## src/rtl/sonar_scheduler.sv

```systemverilog
// sonar_scheduler: alternates trigger pings between two ultrasonic sensors,
// measures each echo pulse width, and keeps per-sensor "near object" flags
// that assert after a run of consecutive short echoes.
module sonar_scheduler #(
  parameter int TRIG_CYCLES    = 500,
  parameter int TIMEOUT_CYCLES = 1500000,
  parameter int GAP_CYCLES     = 500000,
  parameter int THRESH_CYCLES  = 87000,
  parameter int HITS           = 3
) (
  input  logic        clk,
  input  logic        reset,
  input  logic        enable,
  input  logic        echo0,
  input  logic        echo1,
  output logic        trig0,
  output logic        trig1,
  output logic [21:0] width,
  output logic        width_valid,
  output logic        width_id,
  output logic        tmo,
  output logic        det0,
  output logic        det1
);

  typedef enum logic [2:0] {
    IDLE      = 3'd0,
    TRIG      = 3'd1,
    WAIT_RISE = 3'd2,
    MEASURE   = 3'd3,
    GAP       = 3'd4
  } state_t;

  localparam logic [21:0] TRIG_LAST = 22'(TRIG_CYCLES - 1);
  localparam logic [21:0] TMO_LAST  = 22'(TIMEOUT_CYCLES - 1);
  localparam logic [21:0] TMO_FULL  = 22'(TIMEOUT_CYCLES);
  localparam logic [21:0] GAP_LAST  = 22'(GAP_CYCLES - 1);
  localparam logic [21:0] THRESH    = 22'(THRESH_CYCLES);
  localparam logic [3:0]  HITS_SAT  = 4'(HITS);

  state_t      state_r, state_s;
  logic        sel_r, sel_s;
  logic [21:0] cnt_r, cnt_s;
  logic [1:0]  echo_meta_r, echo_sync_r, echo_prev_r;
  logic        echo_sel_s, rise_s;
  logic        done_s, tmo_s, hit_s;
  logic [21:0] width_s;
  logic [3:0]  hcnt0_r, hcnt1_r, hnext0_s, hnext1_s;
  logic        trig0_r, trig1_r, width_valid_r, width_id_r, tmo_r, det0_r, det1_r;
  logic [21:0] width_r;

  assign trig0       = trig0_r;
  assign trig1       = trig1_r;
  assign width       = width_r;
  assign width_valid = width_valid_r;
  assign width_id    = width_id_r;
  assign tmo         = tmo_r;
  assign det0        = det0_r;
  assign det1        = det1_r;

  // Two-flop synchronizers plus a delayed copy for edge detection.
  always_ff @(posedge clk or posedge reset) begin
    if (reset) begin
      echo_meta_r <= 2'b00;
      echo_sync_r <= 2'b00;
      echo_prev_r <= 2'b00;
    end else begin
      echo_meta_r <= {echo1, echo0};
      echo_sync_r <= echo_meta_r;
      echo_prev_r <= echo_sync_r;
    end
  end

  // Selected echo level and its 0->1 edge.
  always_comb begin
    echo_sel_s = echo_sync_r[sel_r];
    rise_s     = echo_sync_r[sel_r] & ~echo_prev_r[sel_r];
  end

  // Next-state logic: phase sequencing, cycle counter and measurement exits.
  always_comb begin
    state_s = state_r;
    sel_s   = sel_r;
    cnt_s   = cnt_r + 22'd1;
    done_s  = 1'b0;
    tmo_s   = 1'b0;
    width_s = cnt_r;
    if (!enable) begin
      state_s = IDLE;
      sel_s   = 1'b0;
      cnt_s   = 22'd0;
    end else begin
      case (state_r)
        IDLE: begin
          state_s = TRIG;
          cnt_s   = 22'd0;
        end
        TRIG: begin
          if (cnt_r == TRIG_LAST) begin
            state_s = WAIT_RISE;
            cnt_s   = 22'd0;
          end else begin
            state_s = TRIG;
          end
        end
        WAIT_RISE: begin
          if (rise_s) begin
            // The rise cycle is already the first high cycle of the echo.
            state_s = MEASURE;
            cnt_s   = 22'd1;
          end else if (cnt_r == TMO_LAST) begin
            state_s = GAP;
            cnt_s   = 22'd0;
            done_s  = 1'b1;
            tmo_s   = 1'b1;
            width_s = 22'd0;
          end else begin
            state_s = WAIT_RISE;
          end
        end
        MEASURE: begin
          if (!echo_sel_s) begin
            state_s = GAP;
            cnt_s   = 22'd0;
            done_s  = 1'b1;
            width_s = cnt_r;
          end else if (cnt_r == TMO_LAST) begin
            state_s = GAP;
            cnt_s   = 22'd0;
            done_s  = 1'b1;
            tmo_s   = 1'b1;
            width_s = TMO_FULL;
          end else begin
            state_s = MEASURE;
          end
        end
        GAP: begin
          if (cnt_r == GAP_LAST) begin
            state_s = TRIG;
            sel_s   = ~sel_r;
            cnt_s   = 22'd0;
          end else begin
            state_s = GAP;
          end
        end
        default: begin
          state_s = IDLE;
          sel_s   = 1'b0;
          cnt_s   = 22'd0;
        end
      endcase
    end
  end

  // Hit classification and saturating increments of the per-sensor counters.
  always_comb begin
    hit_s = done_s & ~tmo_s & (width_s < THRESH);
    if (hcnt0_r >= HITS_SAT) begin
      hnext0_s = HITS_SAT;
    end else begin
      hnext0_s = hcnt0_r + 4'd1;
    end
    if (hcnt1_r >= HITS_SAT) begin
      hnext1_s = HITS_SAT;
    end else begin
      hnext1_s = hcnt1_r + 4'd1;
    end
  end

  // FSM state, sensor select, counter, triggers and measurement outputs.
  always_ff @(posedge clk or posedge reset) begin
    if (reset) begin
      state_r       <= IDLE;
      sel_r         <= 1'b0;
      cnt_r         <= 22'd0;
      trig0_r       <= 1'b0;
      trig1_r       <= 1'b0;
      width_valid_r <= 1'b0;
      width_r       <= 22'd0;
      width_id_r    <= 1'b0;
      tmo_r         <= 1'b0;
    end else begin
      state_r       <= state_s;
      sel_r         <= sel_s;
      cnt_r         <= cnt_s;
      trig0_r       <= (state_s == TRIG) & ~sel_s;
      trig1_r       <= (state_s == TRIG) & sel_s;
      width_valid_r <= done_s;
      if (done_s) begin
        width_r    <= width_s;
        width_id_r <= sel_r;
        tmo_r      <= tmo_s;
      end else begin
        width_r    <= width_r;
        width_id_r <= width_id_r;
        tmo_r      <= tmo_r;
      end
    end
  end

  // Per-sensor consecutive-hit counters and detect flags; cleared when disarmed.
  always_ff @(posedge clk or posedge reset) begin
    if (reset) begin
      hcnt0_r <= 4'd0;
      hcnt1_r <= 4'd0;
      det0_r  <= 1'b0;
      det1_r  <= 1'b0;
    end else if (!enable) begin
      hcnt0_r <= 4'd0;
      hcnt1_r <= 4'd0;
      det0_r  <= 1'b0;
      det1_r  <= 1'b0;
    end else if (done_s && sel_r) begin
      hcnt1_r <= hit_s ? hnext1_s : 4'd0;
      det1_r  <= hit_s & (hnext1_s == HITS_SAT);
    end else if (done_s) begin
      hcnt0_r <= hit_s ? hnext0_s : 4'd0;
      det0_r  <= hit_s & (hnext0_s == HITS_SAT);
    end else begin
      hcnt0_r <= hcnt0_r;
      hcnt1_r <= hcnt1_r;
      det0_r  <= det0_r;
      det1_r  <= det1_r;
    end
  end

endmodule

```

## config.mk

```make
export PLATFORM = sky130hd
export DESIGN_NAME = sonar_scheduler
export DESIGN_NICKNAME = d
export VERILOG_FILES = /design/src/rtl/sonar_scheduler.sv
export SDC_FILE = /design/constraint.sdc
export NUM_CORES = 1
export LEC_CHECK = 0
export CORE_MARGIN = 2
export CORE_UTILIZATION = 50
export DETAILED_ROUTE_END_ITERATION = 10
export GPL_ROUTABILITY_DRIVEN = 0
export PLACE_DENSITY = 0.75
export SLEW_MARGIN = 30
export SYNTH_ARGS = -nofsm -noshare
export SYNTH_HDL_FRONTEND = slang
export SYNTH_SLANG_ARGS = --single-unit
```

## constraint.sdc

```tcl
create_clock -name clk -period 2.3 [get_ports clk]
set_input_delay 0.345 -clock clk [delete_from_list [all_inputs] [get_ports clk]]
set_output_delay 0.345 -clock clk [all_outputs]
set_load 0.02 [all_outputs]
```

==> metrics.md, run 1 <==
| Metric | Value |
|---|---|
| Post-DP HPWL | `5350 um` |
| Global route overflow | `0` |
| # DRC | `1` |
| Reg2reg start | `cnt_r[20]` |
| Placed instance count | `465` |
| Pins over their slew limit | `0` |
| Final Hold Violating Endpoints | `0` |
| Die footprint | `7350 um2` |
| Register share of total power | `47.8%` |
| Largest net degree at the start of global routing | `33` |
| DR vias/cell | `5.55` |
| Clock power frac | `48.2%` |
| Share of cells above drive strength 1 | `24.6%` |
| Die Y | `85.7 um` |
| EDFF count, synth | `0` |
| Fin Hold WS | `0.334 ns` |
| Ant. Diodes | `0` |
| Die span in x | `85.7 um` |
| Post-synthesis cell count | `327` |
| Vias | `2706` |
| Pint | `just over 2 mW` |
| Initial Util | `just over 50%` |
| Max stage delay on crit path | `approximately 0.60 ns` |
| Fillers | `443` |
| Area growth, synth to finish | `32.8%` |
| Period utilization | `97.6%` |
| CTS root buf | `clkbuf_8` |
| CTS clk-pin slew, worst paths | `approximately 0.070 ns` |
| Register bit total from synthesis | `69` |
| Num CTS Buffers | `9` |
| Worst-Margin Slew | `0.462 ns` |
| Mean Syn Cell Area | `10.2 um2` |
| Core Area | `6420 um2` |
| Static Leak | `between 1.5 and 2 nW` |
| Buffers & Inverters on Critical Path | `0` |
| CTS max path bufs | `2` |
| CP max-delay cell | `or4_4` |
| Nets | `approximately 410` |
| Worst Path Class, Setup | `flip-flop to flip-flop` |
| Sw Share | `19.2%` |
| Cell area power density | `579 nW/um2` |
| Clk_lat worst skew | `0.34 ns` |
| # port buffers | `33` |
| Cell variety after synth | `56` |
| Final setup fails | `0` |
| Row cnt | `29` |
| Fmax achieved | `approximately 450 MHz` |
| First-pass GRT wire length | `12300 um` |
| FF-to-FF setup slack | `0.06 ns` |
| Fin cells | `488` |
| WL/cell | `15.7 um` |
| TritonCTS clock tree | `built` |
| Htree depth | `3` |
| Worst Path Arrival | `~2.5 ns` |
| Hold crit path type | `primary input to asynchronous set/reset pin` |
| Clk_skew | `between 0.006 and 0.007 ns` |
| Worst-path maximum fanout | `5` |
| Seq/Total Area, Yosys | `51.7%` |
| Hold_buf cts | `0` |
| Total Wirelength | `7670 um` |
| 1st-iter DRT viols | `between 100 and 150` |
| Status | `finished, violations left` |
| Minimum clock period | `2.24 ns` |
| Initial antenna violation count | `0` |
| Top_reg_cell synth | `dfrtp_1` |
| Post-route ant nets | `0` |
| Setup WS post-layout | `0.0563 ns` |
| Async set or reset register ratio after synthesis | `100%` |
| Via count of the first global-routing pass | `2625` |
| CP delay by family, top | `simple AND/OR/NAND/NOR gates` |
| Gate power share | `4.0%` |
| Required @ worst endpoint | `2.54 ns` |
| Reg-to-Reg End | `det1` |
| Post-Place Worst Slack | `-0.0620 ns` |
| Drt first pass iters | `7` |
| Post-Syn Area | `roughly 3300 um2` |
| Crit-path cells | `nand3_1, or3_4, o21ai_2, nand4_1, or4_4, o32ai_2` |
| R2R depth | `6` |
| Io pins | `34` |
| Violated checks | `DRC` |
| Pwr Total | `2.57 mW` |
| Switch Pwr | `492 uW` |
| Synth Net Count | `about 340` |
| Peak supply drop | `0.000298 V` |
| Clock sinks | `69` |
| CP startpoint kind | `flip-flop` |
| MaxCap Viol Count | `0` |
| Headroom to the max-slew limit | `69.2%` |
| GRT Total Usage | `21.5%` |
| Worst Setup End Kind | `flip-flop` |
| Yosys warns | `0` |
-- worst max-delay path by stage --
| stage | slack, ns | from | end | depth (start not counted) |
|---|---|---|---|---|
| finish | 0.06 | cnt_r[20] | det1 | 6 |
| global route | -0.02 | cnt_r[8] | det1 | 6 |
| CTS | 0.003 | cnt_r[1] | cnt_r[6] | 8 |
| detailed placement | -0.06 | cnt_r[19] | hcnt1_r[1] | 5 |
| global placement | 0.01 | cnt_r[19] | hcnt1_r[1] | 5 |
| floorplan | 0.06 | cnt_r[17] | det1 | 6 |
-- Yosys cell counts, types with 3 or more instances --
library cell  count  area (um2)
dfrtp_1          69        1730
nand2b_1         12        75.1
o21ai_0          16        80.1
nand3_1          10        50.1
nor2_1           39         146
xor2_1            8        70.1
xnor2_1          13         114
nor3_1            7        35.0
nor4_1            3        18.8
ha_1              3        37.5
and4_1            4        35.0
buf_2             6        30.0
and3_1            6        37.5
a22o_1            5        43.8
mux2_2            8        90.1
clkbuf_1          5        18.8
nand4_1           7        43.8
inv_1            13        48.8
a21oi_1           9        45.0
and2_1            3        18.8
buf_4             3        22.5
nand2_1          31         116
a32o_1            3        30.0
-- area by class of cell --
type	count	area [um2]	share of cell area, %
clock buffers	13	169	3.81
clock inverters	3	90.1	2.03
inverters	13	48.8	1.10
multi-input cells	229	1540	34.7
flip-flops and latches	69	1730	39.0
well taps	77	96.3	2.17
repair buffers	84	763	17.2
-- placed cells by master, fill, tap and decap left out, drive strengths merged, types with 5 or more instances in the layout --
| cell type | count |
|---|---|
| a21oi | 9 |
| a22o | 5 |
| o21ai | 17 |
| nor3 | 7 |
| and3 | 6 |
| nand3 | 10 |
| nand2 | 31 |
| dfrtp | 69 |
| mux2 | 8 |
| nor2 | 39 |
| clkdlybuf4s50 | 33 |
| clkbuf | 14 |
| xor2 | 8 |
| nand4 | 8 |
| nand2b | 12 |
| xnor2 | 13 |
| buf | 50 |
| inv | 13 |
-- cell families (layout without fill, tap and decap cells) --
family / count (synthesis) / after routing / synth area share [%]
simple gates: 148 / 148 / 24.8
flops: 69 / 69 / 51.7
compound gates: 47 / 47 / 9.07
buf+inv: 29 / 113 / 4.16
xor+xnor: 21 / 21 / 5.51
mux: 10 / 10 / 3.67
fa+ha+maj: 3 / 3 / 1.12
-- layer usage --
layer  GRT usage [%]  vias to the layer above  share of wire (%)
li1                -                     1299                  -
met1            29.1                     1320                 45
met2            35.2                       76                 49
met3            4.62                       11                4.3
met4            6.49                        0                1.7
met5               0                        -                  0
-- sequential cells by signal (all words and copies together), names as in the netlist, 2 cells and up --
| signal | cells |
|---|---|
| echo_meta_r | 2 |
| state_r | 3 |
| hcnt1_r | 4 |
| cnt_r | 22 |
| hcnt0_r | 4 |
| echo_sync_r | 2 |
| echo_prev_r | 2 |
| width | 22 |
-- power by group through the flow --
| stage | sequential (mW) | combinational [mW] | clock (mW) |
|---|---|---|---|
| after floorplan | 1.25 | 0.0526 | 0 |
| after global placement | 1.25 | 0.0930 | 0 |
| after detailed placement | 1.25 | 0.0944 | 0 |
| after CTS | 1.23 | 0.0958 | 1.26 |
| after global routing | 1.23 | 0.114 | 1.31 |
| final | 1.23 | 0.103 | 1.24 |
-- metrics by stage --
stage          setup TNS (ns)  utilization, %  instance area, um2
2_1_floorplan               0               -                3340
3_3_place_gp                0            63.0                4040
3_5_place_dp          -0.0913            63.0                4040
4_1_cts                     0            67.5                4340
5_1_grt               -0.0663            69.0                4430
6_report                    0            69.0                4430
-- timing repair --
item	4_1_cts	5_1_grt
pin swaps	3	3
buffers inserted	2	3
cloned	0	2
setup endpoints to repair	8	37
resized for setup	4	10
(Power assumes the default switching activity.)
==> run 2, diff against run 1 <==
--- a/config.mk
+++ b/config.mk
@@ -8,7 +8,7 @@
 export CORE_MARGIN = 2
 export CORE_UTILIZATION = 50
 export DETAILED_ROUTE_END_ITERATION = 10
-export GPL_ROUTABILITY_DRIVEN = 0
+export MAX_ROUTING_LAYER = met4
 export PLACE_DENSITY = 0.75
 export SLEW_MARGIN = 30
 export SYNTH_ARGS = -nofsm -noshare
==> run 2 against run 1 <==
Net effect:
- hold slack lost 0.00067 ns
- count of clock-buffer cells in the layout unchanged
- first-iteration DRC count increased by 23%
- global-route usage grew 0.61 points
- via count increased by 1.6%
- combinational power about the same
- the flow still finishes with violations (DRC)
- critical path depth stayed put
- maximum frequency decreased by 0.25%
- clock power is essentially flat
- largest power group unchanged
- sequential share of layout area stayed put
==> metrics.md, run 2 (synthesized netlist as in run 1, its figures left out) <==
| Metric | Value |
|---|---|
| Setup WS post-layout | `0.0507 ns` |
| Post-route ant nets | `0` |
| MaxCap Viol Count | `0` |
| Headroom to the max-slew limit | `69.1%` |
| Via count of the first global-routing pass | `2624` |
| Commonest cells after routing, fill and taps aside | `dfrtp_1, buf_4, nor2_1` |
| 1st-iter DRT viols | `171` |
| Fin cells | `just under 500` |
| Core Area | `6420 um2` |
| Required @ worst endpoint | `2.54 ns` |
| Post-DP HPWL | `5350 um` |
| Largest net degree at the start of global routing | `33` |
| Worst Setup End Kind | `flip-flop` |
| Hold crit path type | `primary input to asynchronous set/reset pin` |
| CTS max path bufs | `2` |
| Vias | `2750` |
| Gpl congestion | `0.928` |
| Peak supply drop | `0.000298 V` |
| Clock sinks | `69` |
| Worst Path Class, Setup | `flip-flop to flip-flop` |
| Total Wirelength | `7770 um` |
| Clk_skew | `0.00602 ns` |
| Nets | `414` |
| Hold_buf cts | `0` |
| Placed instance count | `465` |
| Clk_lat worst skew | `~0.34 ns` |
| Drt first pass iters | `9` |
| CTS clk-pin slew, worst paths | `0.07 ns` |
| Post-Place Worst Slack | `-0.0620 ns` |
| Cell area power density | `around 580 nW/um2` |
| Die span in x | `85.7 um` |
| Fmax achieved | `445 MHz` |
| WL/cell | `approximately 16 um` |
| Final Hold Violating Endpoints | `0` |
| Worst Path Arrival | `2.49 ns` |
| Final setup fails | `0` |
| Htree depth | `3` |
| Worst-Margin Slew | `0.463 ns` |
| Initial antenna violation count | `0` |
| Static Leak | `about 1.9 nW` |
| Die Y | `85.7 um` |
| Period utilization | `97.8%` |
| Status | `finished, violations left` |
| Num CTS Buffers | `9` |
| Pins over their slew limit | `0` |
| # port buffers | `33` |
| TritonCTS clock tree | `built` |
| Global route overflow | `0` |
| Io pins | `34` |
| Worst-path maximum fanout | `5` |
| Minimum clock period | `2.25 ns` |
| Initial Util | `52.0%` |
| First-pass GRT wire length | `12300 um` |
| DR vias/cell | `5.64` |
| GRT Total Usage | `22.1%` |
| CP startpoint kind | `flip-flop` |
| Die footprint | `7350 um2` |
| Violated checks | `DRC` |
| Most common cell after layout, fill and taps aside | `dfrtp_1` |
| Area growth, synth to finish | `32.8%` |
| Row cnt | `29` |
| CTS root buf | `clkbuf_8` |
| Share of cells above drive strength 1 | `around a quarter` |
| # DRC | `1` |
| Ant. Diodes | `0` |
## run 2: path summary, 6_finish.rpt
path / start / end / slack (ns) / depth (start not counted)
min: reset / width[5] / 0.33 / 2
max in group asynchronous: reset / cnt_r[19] / 1.43 / 3
max: cnt_r[20] / det1 / 0.05 / 6
min in group clk: echo_meta_r[0] / echo_sync_r[0] / 0.35 / 0
max reg2reg: cnt_r[20] / det1 / 0.05 / 6
min reg2reg: echo_meta_r[0] / echo_sync_r[0] / 0.35 / 0
## run 2: power breakdown
group	leakage [nW]	switching, mW	total [mW]	internal (mW)
Clock	0.130	0.431	1.24	0.810
Combinational	0.839	0.0601	0.104	0.0434
Sequential	0.943	0.00486	1.23	1.22
Total	1.91	0.496	2.57	2.07
## run 2: repair_timing
| item | 4_1_cts | 5_1_grt |
|---|---|---|
| pin swaps | 3 | 3 |
| setup endpoints to repair | 8 | 36 |
| cloned | 0 | 2 |
| buffers inserted | 2 | 3 |
| hold endpoints to repair | 0 | 0 |
| gates resized for setup | 4 | 10 |
## run 2: critical path, stage by stage (launching register included)
cell	delay [ns]
dfrtp_1	0.47
nand3_1	0.13
or3_4	0.36
o21ai_2	0.14
nand4_1	0.16
or4_4	0.60
o32ai_2	0.29
## run 2: through the flow
step	TNS, ns	utilization (%)	area, um2	power [mW]	hold slack, ns
after floorplan	0	-	3340	1.30	0.331
after CTS	0	67.5	4340	2.58	0.340
after global placement	0	63.0	4040	1.34	0.334
after global routing	-0.100	69.0	4430	2.65	0.365
final	0	69.0	4430	2.57	0.333
after detailed placement	-0.0913	63.0	4040	1.34	0.340
## run 2: layout make-up
type / instances / area [um2]
flip-flops and latches: 69 / 1730
clock inverters: 3 / 90.1
inverters: 13 / 48.8
multi-input cells: 229 / 1540
clock buffers: 13 / 169
well taps: 77 / 96.3
repair buffers: 84 / 763
fillers: 443 / 1990
## run 2: routing by layer
layer	GRT usage, %	part of all wire, %	vias up
met2	35.1	48	92
met4	6.49	1.7	0
met1	29.0	45	1345
met5	-	0	-
li1	-	-	1298
met3	4.62	5.1	15
